### config.mk
export PLATFORM = sky130hd
export DESIGN_NAME = sram_word_controller
export DESIGN_NICKNAME = d
export VERILOG_FILES = /design/src/rtl/sram_word_controller.sv
export SDC_FILE = /design/constraint.sdc
export NUM_CORES = 1
export LEC_CHECK = 0
export ABC_AREA = 1
export CORE_MARGIN = 2
export CORE_UTILIZATION = 39
export CTS_CLUSTER_DIAMETER = 150
export CTS_CLUSTER_SIZE = 8
export DETAILED_ROUTE_END_ITERATION = 6
export PLACE_DENSITY = 0.76
export SYNTH_ARGS = -nofsm -noshare
export SYNTH_HDL_FRONTEND = slang
export SYNTH_SLANG_ARGS = --single-unit
### constraint.sdc
create_clock -name clk -period 1.4 [get_ports clk]
set_input_delay 0.21 -clock clk [delete_from_list [all_inputs] [get_ports clk]]
set_output_delay 0.21 -clock clk [all_outputs]
set_load 0.03 [all_outputs]
### src/rtl/sram_word_controller.sv
`timescale 1ns/1ps
`default_nettype none
// ============================================================================
//  Module   : sram_word_controller
//  Purpose  : MEM-stage controller that performs one 32-bit load or store on
//             a 16-bit asynchronous SRAM as two half-word phases (low, high).
//             Holds the pipeline with o_stall while an access is in flight
//             and returns registered load data when the stall drops.
//  Revision : 1.0  initial release
// ----------------------------------------------------------------------------
//  Parameters
//    BASE_ADDR     byte address mapped to SRAM word 0
//    WAIT_CYCLES   clock cycles per half-word phase (2..15)
//  Ports
//    clk, rst           clock (rising edge), synchronous active-high reset
//    i_mem_r_en         load request from the EXE/MEM register
//    i_mem_w_en         store request from the EXE/MEM register
//    i_addr             byte address (ALU result)
//    i_wdata            store data
//    o_rdata            registered load data
//    o_stall            access in progress, freezes the pipeline
//    o_sram_addr        SRAM half-word address
//    o_sram_dq_out      SRAM write data
//    o_sram_dq_oe       drive enable for the top-level DQ tristate
//    i_sram_dq_in       SRAM read data
//    o_sram_*_n         active-low SRAM strobes (CE, OE, WE, UB, LB)
// ============================================================================
module sram_word_controller #(
  parameter logic [31:0] BASE_ADDR   = 32'd1024,
  parameter int unsigned WAIT_CYCLES = 2
) (
  input  logic        clk,
  input  logic        rst,
  input  logic        i_mem_r_en,
  input  logic        i_mem_w_en,
  input  logic [31:0] i_addr,
  input  logic [31:0] i_wdata,
  output logic [31:0] o_rdata,
  output logic        o_stall,
  output logic [17:0] o_sram_addr,
  output logic [15:0] o_sram_dq_out,
  output logic        o_sram_dq_oe,
  input  logic [15:0] i_sram_dq_in,
  output logic        o_sram_ce_n,
  output logic        o_sram_oe_n,
  output logic        o_sram_we_n,
  output logic        o_sram_ub_n,
  output logic        o_sram_lb_n
);

  localparam logic [3:0] c_last_cnt = 4'(WAIT_CYCLES - 1);

  typedef enum logic [1:0] {
    S_IDLE = 2'd0,
    S_LOW  = 2'd1,
    S_HIGH = 2'd2,
    S_DONE = 2'd3
  } state_t;

  state_t      r_state;
  state_t      w_state_nxt;
  logic [3:0]  r_cnt;
  logic [3:0]  w_cnt_nxt;
  logic        r_is_read;
  logic [16:0] r_widx;
  logic [31:0] r_wdata;
  logic [31:0] r_rdata;

  logic        w_req;
  logic        w_accept;
  logic        w_cap_lo;
  logic        w_cap_hi;
  logic        w_last;
  logic        w_half;
  logic [31:0] w_off;
  logic [16:0] w_widx;
  logic        w_unused_off;

  assign w_req  = i_mem_r_en | i_mem_w_en;
  assign w_last = (r_cnt == c_last_cnt);

  // Modulo-2^32 offset from the base; words beyond 2^17 wrap silently.
  assign w_off        = i_addr - BASE_ADDR;
  assign w_widx       = w_off[18:2];
  assign w_unused_off = ^{w_off[31:19], w_off[1:0]};

  // Stall drops in DONE so the pipeline advances exactly once per access.
  assign o_stall = w_req & (r_state != S_DONE) & ~rst;
  assign o_rdata = r_rdata;

  // --------------------------------------------------------------------------
  // State and datapath registers
  // --------------------------------------------------------------------------
  always_ff @(posedge clk) begin
    if (rst) begin
      r_state   <= S_IDLE;
      r_cnt     <= 4'd0;
      r_is_read <= 1'b0;
      r_widx    <= 17'd0;
      r_wdata   <= 32'd0;
      r_rdata   <= 32'd0;
    end else begin
      r_state <= w_state_nxt;
      r_cnt   <= w_cnt_nxt;
      if (w_accept) begin
        // A request with both enables set is treated as a load.
        r_is_read <= i_mem_r_en;
        r_widx    <= w_widx;
        r_wdata   <= i_wdata;
      end
      if (w_cap_lo) begin
        r_rdata[15:0] <= i_sram_dq_in;
      end
      if (w_cap_hi) begin
        r_rdata[31:16] <= i_sram_dq_in;
      end
    end
  end

  // --------------------------------------------------------------------------
  // Next-state and SRAM strobe decode
  // --------------------------------------------------------------------------
  always_comb begin
    w_state_nxt   = r_state;
    w_cnt_nxt     = r_cnt;
    w_accept      = 1'b0;
    w_cap_lo      = 1'b0;
    w_cap_hi      = 1'b0;
    w_half        = 1'b0;
    o_sram_addr   = 18'd0;
    o_sram_dq_out = 16'd0;
    o_sram_dq_oe  = 1'b0;
    o_sram_ce_n   = 1'b1;
    o_sram_oe_n   = 1'b1;
    o_sram_we_n   = 1'b1;
    o_sram_ub_n   = 1'b1;
    o_sram_lb_n   = 1'b1;

    unique case (r_state)
      S_IDLE: begin
        if (w_req) begin
          w_accept    = 1'b1;
          w_cnt_nxt   = 4'd0;
          w_state_nxt = S_LOW;
        end
      end
      S_LOW, S_HIGH: begin
        w_half      = (r_state == S_HIGH);
        o_sram_addr = {r_widx, w_half};
        o_sram_ce_n = 1'b0;
        o_sram_ub_n = 1'b0;
        o_sram_lb_n = 1'b0;
        if (r_is_read) begin
          o_sram_oe_n = 1'b0;
        end else begin
          o_sram_dq_oe  = 1'b1;
          o_sram_dq_out = w_half ? r_wdata[31:16] : r_wdata[15:0];
          // WE rises on the last wait cycle while address and data are still
          // driven, giving the SRAM its data hold time.
          o_sram_we_n   = w_last;
        end
        if (w_last) begin
          w_cnt_nxt = 4'd0;
          if (w_half) begin
            w_cap_hi    = r_is_read;
            w_state_nxt = S_DONE;
          end else begin
            w_cap_lo    = r_is_read;
            w_state_nxt = S_HIGH;
          end
        end else begin
          w_cnt_nxt = r_cnt + 4'd1;
        end
      end
      S_DONE: begin
        w_state_nxt = S_IDLE;
      end
      default: begin
        w_state_nxt = S_IDLE;
      end
    endcase
  end

endmodule
`default_nettype wire

==> results of run 1 <==
-- critical path, delay by kind of cell, from the launching register on --
family / cells / cell delay, ns
AO/OA/AOI/OAI: 1 / 0.06
AND/OR/NAND/NOR: 2 / 0.27
buffers and inverters: 5 / 0.55
adder cells (fa/ha/maj): 1 / 0.29
flip-flops: 1 / 0.34
-- per-stage QoR --
step | setup WS, ns | hold WS, ns | cell area, sq um | instances | total power [mW]
final | -0.6856 | 0.4466 | 6724 | 880 | 14.79
after global routing | -0.7551 | 0.4561 | 6724 | 880 | 15.57
after CTS | -0.6799 | 0.4379 | 6371 | 867 | 13.68
after detailed placement | -0.3938 | 0.4679 | 5703 | 835 | 10.20
after global placement | -0.3899 | 0.4633 | 5703 | 835 | 10.06
after floorplan | -0.3985 | 0.2791 | 4044 | 552 | 7.843
-- where the power goes --
part / switching (mW) / internal (mW) / leakage (nW)
clock network: 0.927 / 1.05 / 0.106
registers: 0.377 / 3.08 / 0.723
logic: 5.08 / 4.27 / 2.20
total: 6.39 / 8.40 / 3.03
-- state kept, by name (all words and copies together) (netlist names) --
name,flops
o_rdata,32
r_cnt,4
r_is_read,1
r_state,2
r_wdata,32
r_widx,17
-- per-layer routing --
metal	global-route usage [%]	vias to the layer above	wire, um
met4	7.239	0	318
met5	0	-	0
met3	4.154	27	499
met2	39.64	128	6861
met1	26.35	2062	5440
li1	-	2142	-
-- timing repair --
action / 4_1_cts / 5_1_grt
setup buffers: 9 / 12
gates resized for setup: 153 / 81
pin swaps: 21 / 15
endpoints found under the setup margin: 128 / 122
gates cloned: 7 / 4
-- cell type report --
type / count / area [sq um]
Fill cell: 739 / 2960
Timing Repair inverter: 2 / 22.52
Tap cell: 133 / 166.4
Clock inverter: 5 / 80.08
Multi-Input combinational cell: 396 / 2235
Inverter: 42 / 188.9
Timing Repair Buffer: 203 / 2126
Clock buffer: 11 / 141.4
Sequential cell: 88 / 1764
-- cell usage after synthesis --
| cell | n |
|---|---|
| sky130_fd_sc_hd__o21ai_1 | 30 |
| sky130_fd_sc_hd__dfxtp_1 | 88 |
| sky130_fd_sc_hd__a21oi_1 | 10 |
| sky130_fd_sc_hd__buf_4 | 6 |
| sky130_fd_sc_hd__a31oi_1 | 1 |
| sky130_fd_sc_hd__buf_1 | 1 |
| sky130_fd_sc_hd__nand4_1 | 2 |
| sky130_fd_sc_hd__inv_2 | 3 |
| sky130_fd_sc_hd__nand2_4 | 2 |
| sky130_fd_sc_hd__clkbuf_1 | 13 |
| sky130_fd_sc_hd__or2_2 | 2 |
| sky130_fd_sc_hd__nor2_4 | 2 |
| sky130_fd_sc_hd__o21ai_0 | 69 |
| sky130_fd_sc_hd__nand2_2 | 1 |
| sky130_fd_sc_hd__buf_6 | 2 |
| sky130_fd_sc_hd__buf_12 | 2 |
| sky130_fd_sc_hd__buf_2 | 7 |
| sky130_fd_sc_hd__xor2_1 | 1 |
| sky130_fd_sc_hd__nand3_1 | 10 |
| sky130_fd_sc_hd__inv_6 | 2 |
| sky130_fd_sc_hd__nor2_1 | 194 |
| sky130_fd_sc_hd__o21ai_2 | 1 |
| sky130_fd_sc_hd__inv_1 | 37 |
| sky130_fd_sc_hd__nand2_1 | 54 |
| sky130_fd_sc_hd__ha_1 | 7 |
| sky130_fd_sc_hd__nor3_1 | 2 |
| sky130_fd_sc_hd__nor2_2 | 3 |
-- path summary, 6_finish.rpt --
path	from	endpoint	slack, ns	cells after the start
max	r_state[1]	o_sram_dq_out[14]	-0.69	9
min reg2reg	o_rdata[9]	o_rdata[9]	0.48	2
max reg2reg	r_state[1]	o_rdata[19]	-0.39	10
min	i_addr[9]	r_widx[7]	0.45	3
-- cells by family after synthesis --
group           after synthesis
buf+inv                      73
xor+xnor                      1
fa+ha+maj                     7
flops                        88
simple gates                272
compound gates              111
==> results.py, run 1 <==
metrics = {
    "timing": {
        "worst-slew-pin-transition_ns": 0.5836,
        "postLayoutSetupSlackWorst_ns": -0.6856,
        "finalWorstPathRequiredPeriod_ns": 2.086,
        "final_tns_setup_ns": -32.06,
        "max_freq_mhz": 479.5,
        "finalMaxSlewViolations": 0,
        "grt_setup_unrepaired": "yes",
        "final_min_period_over_clock_period_pct": 149.0,
        "timing.max_slew.rel_slack_pct": 61.00,
        "number_of_hold_violations_in_the_final_report": 0,
        "final-setup-viol-count": 78,
        "final.setup_skew_ns": 0.008560,
    },
    "global_route": {
        "antenna_found_initial": 0,
        "grt_overflow": 0,
        "gr-usage-all-layers_pct": 22.01,
        "largest_net_degree_at_the_start_of_global_routing": 44,
        "number_of_global_route_vias_before_repair": 4020,
        "grt_pass1_wl_mm": 19.25,
    },
    "worst_hold_path": {
        "hold_path.class": "input port to flop",
    },
    "cts": {
        "clk-insertion-delay-late_ns": 0.37,
        "cts_buffers": 9,
        "ctsRootBufferMaster": "sky130_fd_sc_hd__clkbuf_8",
        "tritoncts_sinks": 88,
        "worst_setup_hold_path_clk_slew_ns": 0.08,
        "cts_tree": "done",
        "ctsHoldBuffers": 0,
        "cts-htree-levels": 3,
        "cts_max_path_buffers": 2,
    },
    "cells_and_area": {
        "most-common-layout-cells": "sky130_fd_sc_hd__nor2_1, sky130_fd_sc_hd__dfxtp_1, sky130_fd_sc_hd__clkdlybuf4s50_1",
        "syn2layout_area_growth_pct": 73.86,
        "antenna-diode-count": 0,
        "final_layout_size_suffix_gt1_share_pct": 30.66,
        "finalCoreUtilization_pct": 69.43,
        "nNetsFinal": 833,
        "final_common_cell": "sky130_fd_sc_hd__nor2_1",
    },
    "setup_path": {
        "cp.arrival_ns": 1.88,
        "cp_slowest_cell": "sky130_fd_sc_hd__dfxtp_2",
        "endpoint_kind": "output pin",
        "startpoint_type": "flop",
        "crit_path_max_fanout": 6,
        "timing.critical_path.cells": "inv_2 > ha_4 > clkinvlp_4 > nor2_4 > buf_6 > buf_12 > o21ai_4 > nor2_4 > buf_6",
        "criticalPathCategory": "flop to output pin",
        "crit_required_ns": 1.19,
        "slowest_delay_ns": 0.34,
    },
    "synth": {
        "netlist_area_sq_um": 3867,
        "post_synth.cell_area_avg_sq_um": 7.006,
        "synthTopCellsByArea": "sky130_fd_sc_hd__dfxtp_1, sky130_fd_sc_hd__nor2_1, sky130_fd_sc_hd__o21ai_0",
        "ys_seq_elements": 88,
        "yosysSeqAreaShare_pct": 45.55,
        "yosys.area_share.adder_pct": 2.265,
        "muxShareOfSynthArea_pct": 0,
        "synth_compound_gate_area_share_pct": 14.49,
        "synth_simple_gate_area_share_pct": 28.08,
        "yosys_warnings": 0,
        "yosysUniqueCellTypes": 27,
        "synth_top_family_by_area": "simple AND/OR/NAND/NOR gates",
        "synth-xor-area-share_pct": 0.2265,
        "synth_top_area_share_pct": 45.55,
        "synthesis.nets": 643,
        "synth_cells": 552,
        "yosys.area.top_type": "sky130_fd_sc_hd__dfxtp_1",
    },
    "die": {
        "fp.coreArea_sq_um": 9684,
        "die_area_sq_um": 10730,
        "rows": 36,
        "die_h_um": 103.6,
        "start_util_pct": 39.94,
        "ioPinCount": 157,
        "die_w_um": 103.6,
    },
    "outcome": {
        "failed_checks": "negative setup slack",
        "run_status": "finished, violations left",
    },
    "flow_run": {
        "max_cap_viol_count": 0,
    },
    "detailed_routing": {
        "drc_errors": 0,
        "detail-route-antenna-nets": 0,
        "drt-initial-drc-count": 231,
        "avgRoutedWirePerCell_um": 14.91,
        "num_vias": 4359,
        "vias_per_cell": 4.953,
        "drt_wl_total_mm": 13.12,
        "firstDrtPassIters": 5,
    },
    "power": {
        "p_per_area_nw_per_um2": 2200,
        "power_leakage_nw": 3.028,
        "worst_ir_drop_vdd_mv": 2.233,
    },
    "place": {
        "detailed_placement_wirelength_estimate_mm": 7.984,
        "placer_s_final_routability_congestion_estimate": 0.8915,
        "portBuffers": 141,
    },
}
Note: power is estimated with default switching activity, not from simulation.
==> inputs of run 2 (changes only) <==
--- a/config.mk
+++ b/config.mk
@@ -7,4 +7,5 @@
 export LEC_CHECK = 0
 export ABC_AREA = 1
+export ABC_CLOCK_PERIOD_IN_PS = 1400
 export CORE_MARGIN = 2
 export CORE_UTILIZATION = 39
==> constraint.sdc (replaced) <==
create_clock -name clk -period 1.4 [get_ports clk]
set_input_delay 0.42 -clock clk [delete_from_list [all_inputs] [get_ports clk]]
set_output_delay 0.42 -clock clk [all_outputs]
set_load 0.03 [all_outputs]
==> run 2 against run 1 <==
The flow still finishes with violations (negative setup slack). Cell count is the same. Clock skew grew 0.0039 ns. Routed wire length shrank 0.88%. Count of clock-buffer cells in the layout shrank 2. Register-to-register slack lost 0.10 ns. Cell area shrank 2.4%. Global-route usage shrank 0.64 points. Non-clock buffer count is the same. Core utilization shrank 1.7 points. Power shrank 6.0%. Largest power group unchanged. Highest routed layer unchanged.
==> results.py, run 2 (synthesis results as in run 1) <==
metrics = {
    "outcome": {
        "run_status": "finished, violations left",
        "failed_checks": "negative setup slack",
    },
    "cells_and_area": {
        "syn2layout_area_growth_pct": 69.65,
        "antenna-diode-count": 0,
        "fillers": 788,
        "most-common-layout-cells": "sky130_fd_sc_hd__nor2_1, sky130_fd_sc_hd__dfxtp_1, sky130_fd_sc_hd__buf_4",
        "finalCoreUtilization_pct": 67.75,
        "final_common_cell": "sky130_fd_sc_hd__nor2_1",
        "post_layout_nonfiller_instances": 880,
        "final_layout_size_suffix_gt1_share_pct": 34.00,
        "layout.area.seq_sq_um": 1764,
        "multi_input_comb_area_sq_um": 2123,
        "nNetsFinal": 833,
        "layout.cell_area.non_filler_sq_um": 6561,
    },
    "global_route": {
        "antenna_found_initial": 0,
        "largest_net_degree_at_the_start_of_global_routing": 54,
        "number_of_global_route_vias_before_repair": 4007,
        "grt_pass1_wl_mm": 18.95,
        "gr-usage-all-layers_pct": 21.37,
        "grt_overflow": 0,
    },
    "cts": {
        "tritoncts_sinks": 88,
        "ctsHoldBuffers": 0,
        "cts_tree": "done",
        "worst_setup_hold_path_clk_slew_ns": 0.09,
        "cts-htree-levels": 3,
        "cts_buffers": 9,
        "ctsRootBufferMaster": "sky130_fd_sc_hd__clkbuf_8",
        "cts_max_path_buffers": 2,
        "clk-insertion-delay-late_ns": 0.36,
    },
    "detailed_routing": {
        "detail-route-antenna-nets": 0,
        "drc_errors": 0,
        "vias_per_cell": 4.894,
        "avgRoutedWirePerCell_um": 14.78,
        "drt_wl_total_mm": 13.00,
        "firstDrtPassIters": 4,
        "num_vias": 4307,
        "drt-initial-drc-count": 213,
    },
    "power": {
        "fin_total_pwr_mw": 13.91,
        "p_per_area_nw_per_um2": 2120,
        "power_leakage_nw": 2.927,
        "worst_ir_drop_vdd_mv": 1.658,
    },
    "die": {
        "rows": 36,
        "ioPinCount": 157,
        "die_w_um": 103.6,
        "die_h_um": 103.6,
        "start_util_pct": 39.94,
        "die_area_sq_um": 10730,
        "fp.coreArea_sq_um": 9684,
    },
    "worst_hold_path": {
        "timing.hold.worst_path_depth": 2,
        "hold_path.class": "flop to flop",
    },
    "timing": {
        "finalMaxSlewViolations": 0,
        "number_of_hold_violations_in_the_final_report": 0,
        "grt_setup_unrepaired": "yes",
        "timing.max_slew.rel_slack_pct": 66.46,
        "final-setup-viol-count": 78,
        "postLayoutSetupSlackWorst_ns": -0.8617,
        "finalWorstPathRequiredPeriod_ns": 2.262,
        "whs_ns": 0.4899,
        "worst-slew-pin-transition_ns": 0.5019,
        "final_min_period_over_clock_period_pct": 161.6,
        "final_tns_setup_ns": -39.85,
        "max_freq_mhz": 442.1,
        "final.setup_skew_ns": 0.01242,
    },
    "setup_path": {
        "crit_path_max_fanout": 7,
        "cp.arrival_ns": 1.84,
        "r2r.worst_path.cells": 10,
        "endpoint_kind": "output pin",
        "startpoint_type": "flop",
        "crit_required_ns": 0.98,
        "criticalPathCategory": "flop to output pin",
    },
    "place": {
        "dp_worst_setup_slack_ns": -0.5751,
        "place.detailed.instances": 838,
        "portBuffers": 141,
        "detailed_placement_wirelength_estimate_mm": 8.106,
        "placedInstanceArea_sq_um": 5653,
        "placer_s_final_routability_congestion_estimate": 0.8843,
    },
    "flow_run": {
        "max_cap_viol_count": 0,
    },
}
run 2: final cells by class:
type / instances / area share [%]
Timing Repair Buffer: 203 / 31.71
Clock inverter: 7 / 1.564
Clock buffer: 9 / 1.888
Inverter: 42 / 2.879
Sequential cell: 88 / 26.89
Tap cell: 133 / 2.536
Timing Repair inverter: 1 / 0.1716
Multi-Input combinational cell: 397 / 32.36
run 2: layer usage:
metal  up-vias  track usage [%]  wire [um]
met1      2028            24.94       5126
met2       123            39.69       6979
li1       2128                -          -
met5         -                0          0
met3        28            3.713        588
met4         0            6.660        309
run 2: path summary, 6_finish.rpt:
kind | from | endpoint | slack [ns]
max | r_state[0] | o_sram_dq_out[11] | -0.86
min reg2reg | r_wdata[0] | r_wdata[0] | 0.49
max reg2reg | r_state[0] | o_rdata[21] | -0.49
min | r_wdata[0] | r_wdata[0] | 0.49
run 2: worst max-delay path: stages (launching register included):
cell                         delay [ns]
sky130_fd_sc_hd__dfxtp_2           0.35
sky130_fd_sc_hd__inv_2             0.05
sky130_fd_sc_hd__ha_4              0.28
sky130_fd_sc_hd__clkinvlp_4        0.12
sky130_fd_sc_hd__nor2_4            0.24
sky130_fd_sc_hd__buf_12            0.16
sky130_fd_sc_hd__o21ai_4           0.06
sky130_fd_sc_hd__nor2_4            0.10
sky130_fd_sc_hd__buf_6             0.13
run 2: report_power, final:
part | leakage [nW] | internal [mW] | switching, mW
sequential | 0.723 | 3.08 | 0.329
combinational | 2.09 | 3.78 | 4.73
clock | 0.110 | 1.02 | 0.964
run 2: what timing repair did:
action,in CTS,in global routing
endpoints found under the hold margin,0,0
gates resized for setup,98,42
endpoints found under the setup margin,122,125
buffers inserted,4,11
cloned,4,9
pin swaps,12,10
==> inputs of run 3 (changes only) <==
ABC_CLOCK_PERIOD_IN_PS = 2300   (was 1400)
CORE_UTILIZATION = 43   (was 39)
PLACE_DENSITY = 0.8   (was 0.76)
clock period = 2.3 ns   (was 1.4 ns; I/O delays follow)
==> run 3 against run 2 <==
The flow still finishes with violations (negative setup slack). Routed wire length fell by 17%. Combinational power fell by 46%. Worst hold slack got worse by 0.0042 ns. Register-to-register slack improved by 0.95 ns. Cell area fell by 8.5%. Critical path depth rose by 1. Critical path type unchanged. Highest routed layer unchanged. Setup slack improved by 0.60 ns. Largest cell class unchanged. Clock power fell by 43%.
==> results.py, run 3 (synthesis results as in run 1) <==
metrics = {
    "outcome": {
        "run_status": "finished, violations left",
        "failed_checks": "negative setup slack",
    },
    "timing": {
        "final-setup-viol-count": 21,
        "final_tns_setup_ns": -3.998,
        "timing.max_slew.rel_slack_pct": 76.31,
        "finalMaxSlewViolations": 0,
        "grt_setup_unrepaired": "yes",
        "final.setup_skew_ns": 0.004531,
        "postLayoutSetupSlackWorst_ns": -0.2618,
        "finalWorstPathRequiredPeriod_ns": 2.562,
        "final_min_period_over_clock_period_pct": 111.4,
        "whs_ns": 0.4857,
        "number_of_hold_violations_in_the_final_report": 0,
        "worst-slew-pin-transition_ns": 0.3542,
        "max_freq_mhz": 390.4,
    },
    "setup_path": {
        "r2r_end": "o_rdata[11]",
        "criticalPathCategory": "flop to output pin",
        "startpoint_type": "flop",
        "r2r.worst_path.cells": 11,
        "cp.arrival_ns": 1.87,
        "crit_path_max_fanout": 8,
        "critPathLaunch": "r_state[0]",
        "regToRegStartpoint": "r_state[0]",
        "critPathCapture": "o_sram_dq_out[2]",
        "endpoint_kind": "output pin",
        "timing.reg2reg.setup_slack_ns": 0.46,
        "crit_required_ns": 1.61,
    },
    "detailed_routing": {
        "detail-route-antenna-nets": 0,
        "firstDrtPassIters": 4,
        "vias_per_cell": 4.857,
        "drt_wl_total_mm": 10.77,
        "drc_errors": 0,
        "num_vias": 3973,
        "avgRoutedWirePerCell_um": 13.17,
        "drt-initial-drc-count": 110,
    },
    "power": {
        "power_frac_seq_pct": 26.5,
        "power_leakage_nw": 2.619,
        "share_comb_of_total_power_pct": 59.0,
        "worst_ir_drop_vdd_mv": 0.9776,
        "p_clk_share_pct": 14.5,
        "cell_internal_pwr_mw": 4.489,
        "switching_share_pct": 42.65,
        "p_per_area_nw_per_um2": 1304,
        "p_sw_mw": 3.338,
    },
    "place": {
        "portBuffers": 141,
        "place.detailed.instances": 795,
        "detailed_placement_wirelength_estimate_mm": 7.590,
        "placer_s_final_routability_congestion_estimate": 0.9146,
    },
    "cells_and_area": {
        "post_layout_nonfiller_instances": 818,
        "final_layout_size_suffix_gt1_share_pct": 21.55,
        "antenna-diode-count": 0,
        "finalCoreUtilization_pct": 68.85,
        "syn2layout_area_growth_pct": 55.26,
        "nNetsFinal": 798,
        "final_common_cell": "sky130_fd_sc_hd__nor2_1",
        "most-common-layout-cells": "sky130_fd_sc_hd__nor2_1, sky130_fd_sc_hd__clkdlybuf4s50_1, sky130_fd_sc_hd__dfxtp_1",
    },
    "cts": {
        "cts_tree": "done",
        "ctsRootBufferMaster": "sky130_fd_sc_hd__clkbuf_8",
        "cts_buffers": 9,
        "clk-insertion-delay-late_ns": 0.34,
        "cts_max_path_buffers": 2,
        "cts-htree-levels": 3,
        "worst_setup_hold_path_clk_slew_ns": 0.08,
        "tritoncts_sinks": 88,
    },
    "flow_run": {
        "max_cap_viol_count": 0,
    },
    "die": {
        "start_util_pct": 44.35,
        "fp.coreArea_sq_um": 8721,
        "die_w_um": 98.84,
        "die_h_um": 98.84,
        "ioPinCount": 157,
        "die_area_sq_um": 9768,
        "rows": 34,
    },
    "global_route": {
        "antenna_found_initial": 0,
        "gr-usage-all-layers_pct": 21.69,
        "groute.layer.met2.usage_pct": 39.14,
        "grt_overflow": 0,
        "largest_net_degree_at_the_start_of_global_routing": 53,
        "grt_pass1_wl_mm": 17.47,
        "number_of_global_route_vias_before_repair": 3822,
        "grt-busiest-layer": "met2",
        "use_met1_pct": 26.31,
        "gr-usage-met3_pct": 3.475,
    },
    "worst_hold_path": {
        "hold_path.class": "flop to flop",
    },
}
-- run 3: changes by cell type in the layout (fill, tap and decap cells not counted), moves of 3 or more --
cell	previous run	this run
sky130_fd_sc_hd__buf_4	79	33
sky130_fd_sc_hd__buf_2	0	3
sky130_fd_sc_hd__inv_1	16	29
sky130_fd_sc_hd__nor2_4	16	13
sky130_fd_sc_hd__o21ai_2	29	15
sky130_fd_sc_hd__clkdlybuf4s50_1	65	99
sky130_fd_sc_hd__inv_2	22	9
sky130_fd_sc_hd__o21ai_0	43	54
sky130_fd_sc_hd__buf_6	39	30
sky130_fd_sc_hd__o21ai_1	25	30
sky130_fd_sc_hd__clkbuf_16	5	1
sky130_fd_sc_hd__nand2_4	5	2
-- run 3: power by group through the flow --
stage	Clock, mW	Sequential, mW	Combinational [mW]
after floorplan	0	2.09	2.54
after global placement	0	2.06	3.86
after detailed placement	0	2.07	3.96
after CTS	1.16	2.06	4.62
after global routing	1.23	2.11	4.98
final	1.14	2.07	4.62
-- run 3: how the worst min path moves through the flow --
| stage | startpoint | end | slack [ns] | cells past startpoint |
|---|---|---|---|---|
| final | o_rdata[3] | o_rdata[3] | 0.49 | 2 |
| after global placement | r_wdata[17] | r_wdata[17] | 0.46 | 2 |
| after detailed placement | r_wdata[17] | r_wdata[17] | 0.47 | 2 |
| after floorplan | r_wdata[15] | r_wdata[15] | 0.45 | 2 |
| after CTS | o_rdata[0] | o_rdata[0] | 0.49 | 2 |
| after global routing | r_wdata[14] | r_wdata[14] | 0.51 | 2 |
-- run 3: cell type report --
type	instances	area [sq um]
fillers	716	2716
clock inverters	4	70.07
flip-flops and latches	88	1764
multi-input cells	391	1934
inverters	42	173.9
repair buffers	175	1789
clock buffers	10	137.6
well taps	108	135.1
-- run 3: worst max-delay path: stages (launching register included) --
cell                         delay, ns
sky130_fd_sc_hd__dfxtp_2          0.34
sky130_fd_sc_hd__inv_2            0.05
sky130_fd_sc_hd__ha_4             0.27
sky130_fd_sc_hd__buf_12           0.10
sky130_fd_sc_hd__clkinvlp_4       0.09
sky130_fd_sc_hd__nor2_4           0.17
sky130_fd_sc_hd__buf_6            0.18
sky130_fd_sc_hd__o21ai_2          0.07
sky130_fd_sc_hd__nor2_2           0.12
sky130_fd_sc_hd__buf_6            0.13
-- run 3: stage by stage --
step	total power, mW	instance area, sq um	setup WS [ns]
after global routing	8.324	6005	-0.3783
final	7.827	6005	-0.2618
after CTS	7.834	5981	-0.3424
after floorplan	4.628	3989	-0.03503
after global placement	5.916	5520	-0.1736
after detailed placement	6.030	5520	-0.2253
-- run 3: per-layer routing --
layer  wire (um)  vias up  part of all wire (%)
met5           0        -                     0
met4         205        0                   1.9
li1            -     2043                     -
met3         487       16                   4.5
met2        5423      111                    50
met1        4652     1803                    43
-- run 3: repair_timing --
action,4_1_cts,5_1_grt
pin swaps,12,13
setup endpoints to repair,21,28
hold buffers,0,0
gates resized for setup,72,20
gates cloned,2,1
setup buffers,7,2
